--- config.mk ---
export PLATFORM = sky130hd
export DESIGN_NAME = mem_arbiter
export DESIGN_NICKNAME = d
export VERILOG_FILES = /design/src/rtl/mem_arbiter.sv
export SDC_FILE = /design/constraint.sdc
export NUM_CORES = 1
export LEC_CHECK = 0
export ABC_AREA = 1
export BUFFER_PORTS_ARGS = -buffer_cell sky130_fd_sc_hd__buf_2
export CAP_MARGIN = 20
export CORE_UTILIZATION = 41
export CTS_CLUSTER_DIAMETER = 50
export CTS_CLUSTER_SIZE = 16
export DETAILED_ROUTE_END_ITERATION = 12
export PLACE_DENSITY = 0.78
export SYNTH_ARGS = -nofsm -noshare
export SYNTH_HDL_FRONTEND = slang
export SYNTH_SLANG_ARGS = --single-unit
--- constraint.sdc ---
create_clock -name clk -period 1.4 [get_ports clk]
set_input_delay 0.07 -clock clk [delete_from_list [all_inputs] [get_ports clk]]
set_output_delay 0.07 -clock clk [all_outputs]
set_load 0.01 [all_outputs]
--- src/rtl/mem_arbiter.sv ---
`default_nettype none
// mem_arbiter: grants one of two requesters (LSU, fetch) a single outstanding memory transaction.
// Revision 1.0
module mem_arbiter #(
  parameter int ADDR_W = 32,
  parameter int DATA_W = 32
) (
  input  logic                clk,
  input  logic                rst,
  // fetch requester
  input  logic                f_req_valid,
  input  logic [ADDR_W-1:0]   f_req_addr,
  output logic                f_req_ready,
  output logic                f_rsp_valid,
  output logic [DATA_W-1:0]   f_rsp_rdata,
  input  logic                f_rsp_ready,
  // LSU requester
  input  logic                l_req_valid,
  input  logic [ADDR_W-1:0]   l_req_addr,
  input  logic                l_req_wen,
  input  logic [DATA_W-1:0]   l_req_wdata,
  input  logic [DATA_W/8-1:0] l_req_wmask,
  output logic                l_req_ready,
  output logic                l_rsp_valid,
  output logic [DATA_W-1:0]   l_rsp_rdata,
  input  logic                l_rsp_ready,
  // memory side
  output logic                m_req_valid,
  output logic [ADDR_W-1:0]   m_req_addr,
  output logic                m_req_wen,
  output logic [DATA_W-1:0]   m_req_wdata,
  output logic [DATA_W/8-1:0] m_req_wmask,
  input  logic                m_req_ready,
  input  logic                m_rsp_valid,
  input  logic [DATA_W-1:0]   m_rsp_rdata,
  output logic                m_rsp_ready
);

  localparam int MASK_W = DATA_W / 8;

  typedef enum logic [1:0] {
    IDLE = 2'd0,
    REQ  = 2'd1,
    RSP  = 2'd2,
    DONE = 2'd3
  } state_t;

  state_t state;
  state_t state_next;

  logic              last_lsu;
  logic              grant_lsu;
  logic [ADDR_W-1:0] addr_q;
  logic              wen_q;
  logic [DATA_W-1:0] wdata_q;
  logic [MASK_W-1:0] wmask_q;
  logic [DATA_W-1:0] rdata_q;

  logic pick_lsu;
  logic grant_en;
  logic rsp_take;

  always_ff @(posedge clk) begin
    if (rst) begin
      state <= IDLE;
    end else begin
      state <= state_next;
    end
  end

  // LSU normally wins, but yields to a waiting fetch right after its own grant.
  always_comb begin
    state_next  = state;
    pick_lsu    = l_req_valid && !(f_req_valid && last_lsu);
    grant_en    = 1'b0;
    rsp_take    = 1'b0;
    f_req_ready = 1'b0;
    l_req_ready = 1'b0;
    f_rsp_valid = 1'b0;
    f_rsp_rdata = '0;
    l_rsp_valid = 1'b0;
    l_rsp_rdata = '0;
    m_req_valid = 1'b0;
    m_req_addr  = '0;
    m_req_wen   = 1'b0;
    m_req_wdata = '0;
    m_req_wmask = '0;
    m_rsp_ready = 1'b0;
    if (!rst) begin
      case (state)
        IDLE: begin
          if (f_req_valid || l_req_valid) begin
            grant_en    = 1'b1;
            f_req_ready = !pick_lsu;
            l_req_ready = pick_lsu;
            state_next  = REQ;
          end
        end
        REQ: begin
          m_req_valid = 1'b1;
          m_req_addr  = addr_q;
          m_req_wen   = wen_q;
          m_req_wdata = wdata_q;
          m_req_wmask = wmask_q;
          if (m_req_ready) begin
            state_next = RSP;
          end
        end
        RSP: begin
          m_rsp_ready = 1'b1;
          if (m_rsp_valid) begin
            rsp_take   = 1'b1;
            state_next = DONE;
          end
        end
        DONE: begin
          if (grant_lsu) begin
            l_rsp_valid = 1'b1;
            l_rsp_rdata = rdata_q;
            if (l_rsp_ready) begin
              state_next = IDLE;
            end
          end else begin
            f_rsp_valid = 1'b1;
            f_rsp_rdata = rdata_q;
            if (f_rsp_ready) begin
              state_next = IDLE;
            end
          end
        end
        default: state_next = IDLE;
      endcase
    end
  end

  // Request fields are captured at grant so later requester activity cannot disturb them.
  always_ff @(posedge clk) begin
    if (rst) begin
      last_lsu  <= 1'b0;
      grant_lsu <= 1'b0;
      addr_q    <= '0;
      wen_q     <= 1'b0;
      wdata_q   <= '0;
      wmask_q   <= '0;
      rdata_q   <= '0;
    end else begin
      if (grant_en) begin
        last_lsu  <= pick_lsu;
        grant_lsu <= pick_lsu;
        addr_q    <= pick_lsu ? l_req_addr : f_req_addr;
        wen_q     <= pick_lsu & l_req_wen;
        wdata_q   <= pick_lsu ? l_req_wdata : '0;
        wmask_q   <= pick_lsu ? l_req_wmask : '0;
      end
      if (rsp_take) begin
        rdata_q <= m_rsp_rdata;
      end
    end
  end

endmodule
`default_nettype wire
==> flow_summary.toml <==
[grt]
grt_remaining_overflow = 0
grt_first_pass_wirelength_um = 29000
grt_max_degree = 79
track_usage_pct = 28.3
grt_pass1_vias = 6040
antenna_found_initial = 0

[run_status]
violations = "setup timing"
status = "finished with violations"

[route]
wl_um = 23400
drc = 0
wl_per_cell_um = 17.2
via_count = 7009
ant_nets = 0
drtIter0Drc = 653
viasPerCell = 5.14
dr.pass1.iters = 6

[clocking]
cts_tree = "yes"
path_clk_slew_ns = 0.07
cts.sinks = 104
clock_latency_ns = 0.34
cts_buffer_depth = 2
root_buffer = "clkbuf_16"
cts_htree_levels = 3
numCtsBuffers = 9

[critical_path]
end_kind = "register"
required_ns = 1.57
crit_path_max_fanout = 16
critPathLaunchType = "register"
crit_type = "register to register"
arrival_ns = 2.07

[floorplanning]
die_w_um = 114
dieArea_sq_um = 12900
core_area_sq_um = 12100
ios = 280
start_util_pct = 42.3
die_h_um = 114
core.rowCount = 40

[timing]
worstMarginPinSlew_ns = 0.635
hold_ws_ns = 0.0622
max_freq_ghz = 0.528
hold_viol = 0
finalClockSkew_ns = 0.00676
fin_crit_ns = 1.89
setup_tns_ns = -45.39
period_share_pct = 135
slew_viol_final = 0
slew_headroom_pct = 57.3
rsz0062_at_grt = "true"
worst_slack_ns = -0.494
setup_violations = 240

[cells_and_area]
fin_nets = 1336
syn2layout_area_growth_pct = 89.5
layout-drive-gt1-share_pct = 44.8
n_antenna_cell = 0

[pwr]
ir_drop_mv = 0.780
powerDensity_nw_per_um2 = 1150
leakagePower_nw = 4.62

[yosys]
ys_warn_count = 0
synth_edf_count = 0
synthFlopType = "dfxtp_1"
syn_area_sq_um = 5100
postSynth.asyncResetShare_pct = 0
yosysSeqAreaShare_pct = 40.8
yosys_register_bits = 104
synth_fp_nets = 965
syn_avg_cell_area_sq_um = 6.22
syn_inst = 820
synthDistinctLibCells = 18

[job]
timing.max_cap.violations = 0

[placement]
dp_hpwl_um = 10700
pre_cts_ws_ns = -0.0871
portBuffers = 279
gp_congestion = 0.787

[hold_path]
hold_class = "primary input to register"
## timing repair
| item | 4_1_cts | 5_1_grt |
|---|---|---|
| buffers inserted | 14 | 11 |
| gates resized for setup | 91 | 238 |
| hold buffers | 69 | 0 |
| hold endpoints to repair | 69 | 0 |
| endpoints found under the setup margin | 230 | 243 |
| gates cloned | 11 | 13 |
| pin swaps | 20 | 51 |
## registers in the layout, indices dropped and copies added (netlist names)
register   cells
grant_lsu      1
wmask_q        4
state          2
rdata_q       32
addr_q        32
wen_q          1
wdata_q       32
## where the power goes
part	internal [mW]	total [mW]	leakage [nW]	switching (mW)
sequential	3.33	3.62	0.847	0.290
combinational	2.39	4.89	3.63	2.50
clock	1.40	2.57	0.139	1.17
## cells by family (layout without fill, tap and decap cells)
logic type | count (synthesis) | in the layout | synth area share [%]
adder cells (fa/ha/maj) | 4 | 4 | 0.981
flip-flops | 104 | 104 | 40.8
AO/OA/AOI/OAI | 102 | 102 | 11.6
buffers and inverters | 109 | 485 | 9.03
AND/OR/NAND/NOR | 501 | 501 | 37.6
## worst paths after layout
path	to	slack [ns]	depth (start not counted)	from
worst min-delay path	addr_q[16]	0.06	5	l_req_addr[16]
worst min register to register	addr_q[27]	0.46	2	addr_q[27]
worst max register to register	rdata_q[23]	-0.49	7	state[0]
worst max-delay path	rdata_q[23]	-0.49	7	state[0]
## placed cells by master, fill, tap and decap left out, types with 2 or more instances in the layout
master         instances
buf_8                  9
clkinvlp_4             2
buf_12                15
bufbuf_16              4
nor2_4                33
nand3_1                4
inv_2                  5
nor2_1                77
nor3_4                 3
inv_4                  3
o31ai_1               30
inv_6                  3
dfxtp_4                3
buf_16                 5
dfxtp_1              101
dlygate4sd3_1         69
buf_6                 45
buf_2                243
a21oi_2               14
nand2_1              281
o31ai_2                2
nand2_2               35
clkbuf_16             20
inv_1                 41
nand2_4               31
a21oi_1               56
nor2_2                36
buf_4                 18
ha_4                   3
## metal layers
| layer | global-route usage, % | vias to the layer above | wire [um] |
|---|---|---|---|
| met2 | 50.4 | 446 | 11700 |
| li1 | - | 3266 | - |
| met3 | 4.36 | 100 | 1940 |
| met5 | 0 | - | 0 |
| met4 | 11.3 | 0 | 961 |
| met1 | 33.9 | 3197 | 8820 |
## Yosys cell counts, types with 2 or more instances
cell type	instances	area share, %
a21oi_1	70	6.9
buf_1	3	0.22
buf_2	32	3.1
clkbuf_1	22	1.6
dfxtp_1	104	41
ha_1	4	0.98
inv_1	49	3.6
nand2_1	347	26
nand3_1	4	0.39
nor2_1	145	11
nor3_1	2	0.20
o31ai_1	32	4.7
## worst max-delay path: stages (launching register included)
cell,delay (ns)
dfxtp_4,0.39
inv_2,0.06
ha_2,0.19
inv_2,0.08
nor3_4,0.06
buf_6,0.13
bufbuf_16,0.28
o31ai_1,0.54
## cell type report
| class | instances | area (sq um) |
|---|---|---|
| clock buffers | 10 | 229 |
| clock inverters | 6 | 67.6 |
| fillers | 763 | 2400 |
| inverters | 50 | 200 |
| multi-input cells | 607 | 3340 |
| flip-flops and latches | 104 | 2090 |
| well taps | 168 | 210 |
| repair buffers | 419 | 3530 |
## stage by stage
step,power [mW],util [%],cell area (sq um),cells
2_1_floorplan,5.00,-,5100,820
3_3_place_gp,5.88,55.7,6720,1232
3_5_place_dp,5.92,55.7,6720,1232
4_1_cts,9.68,69.9,8430,1342
5_1_grt,11.6,80.1,9670,1364
6_report,11.1,80.1,9670,1364
Power figures use the tool's default switching activity.
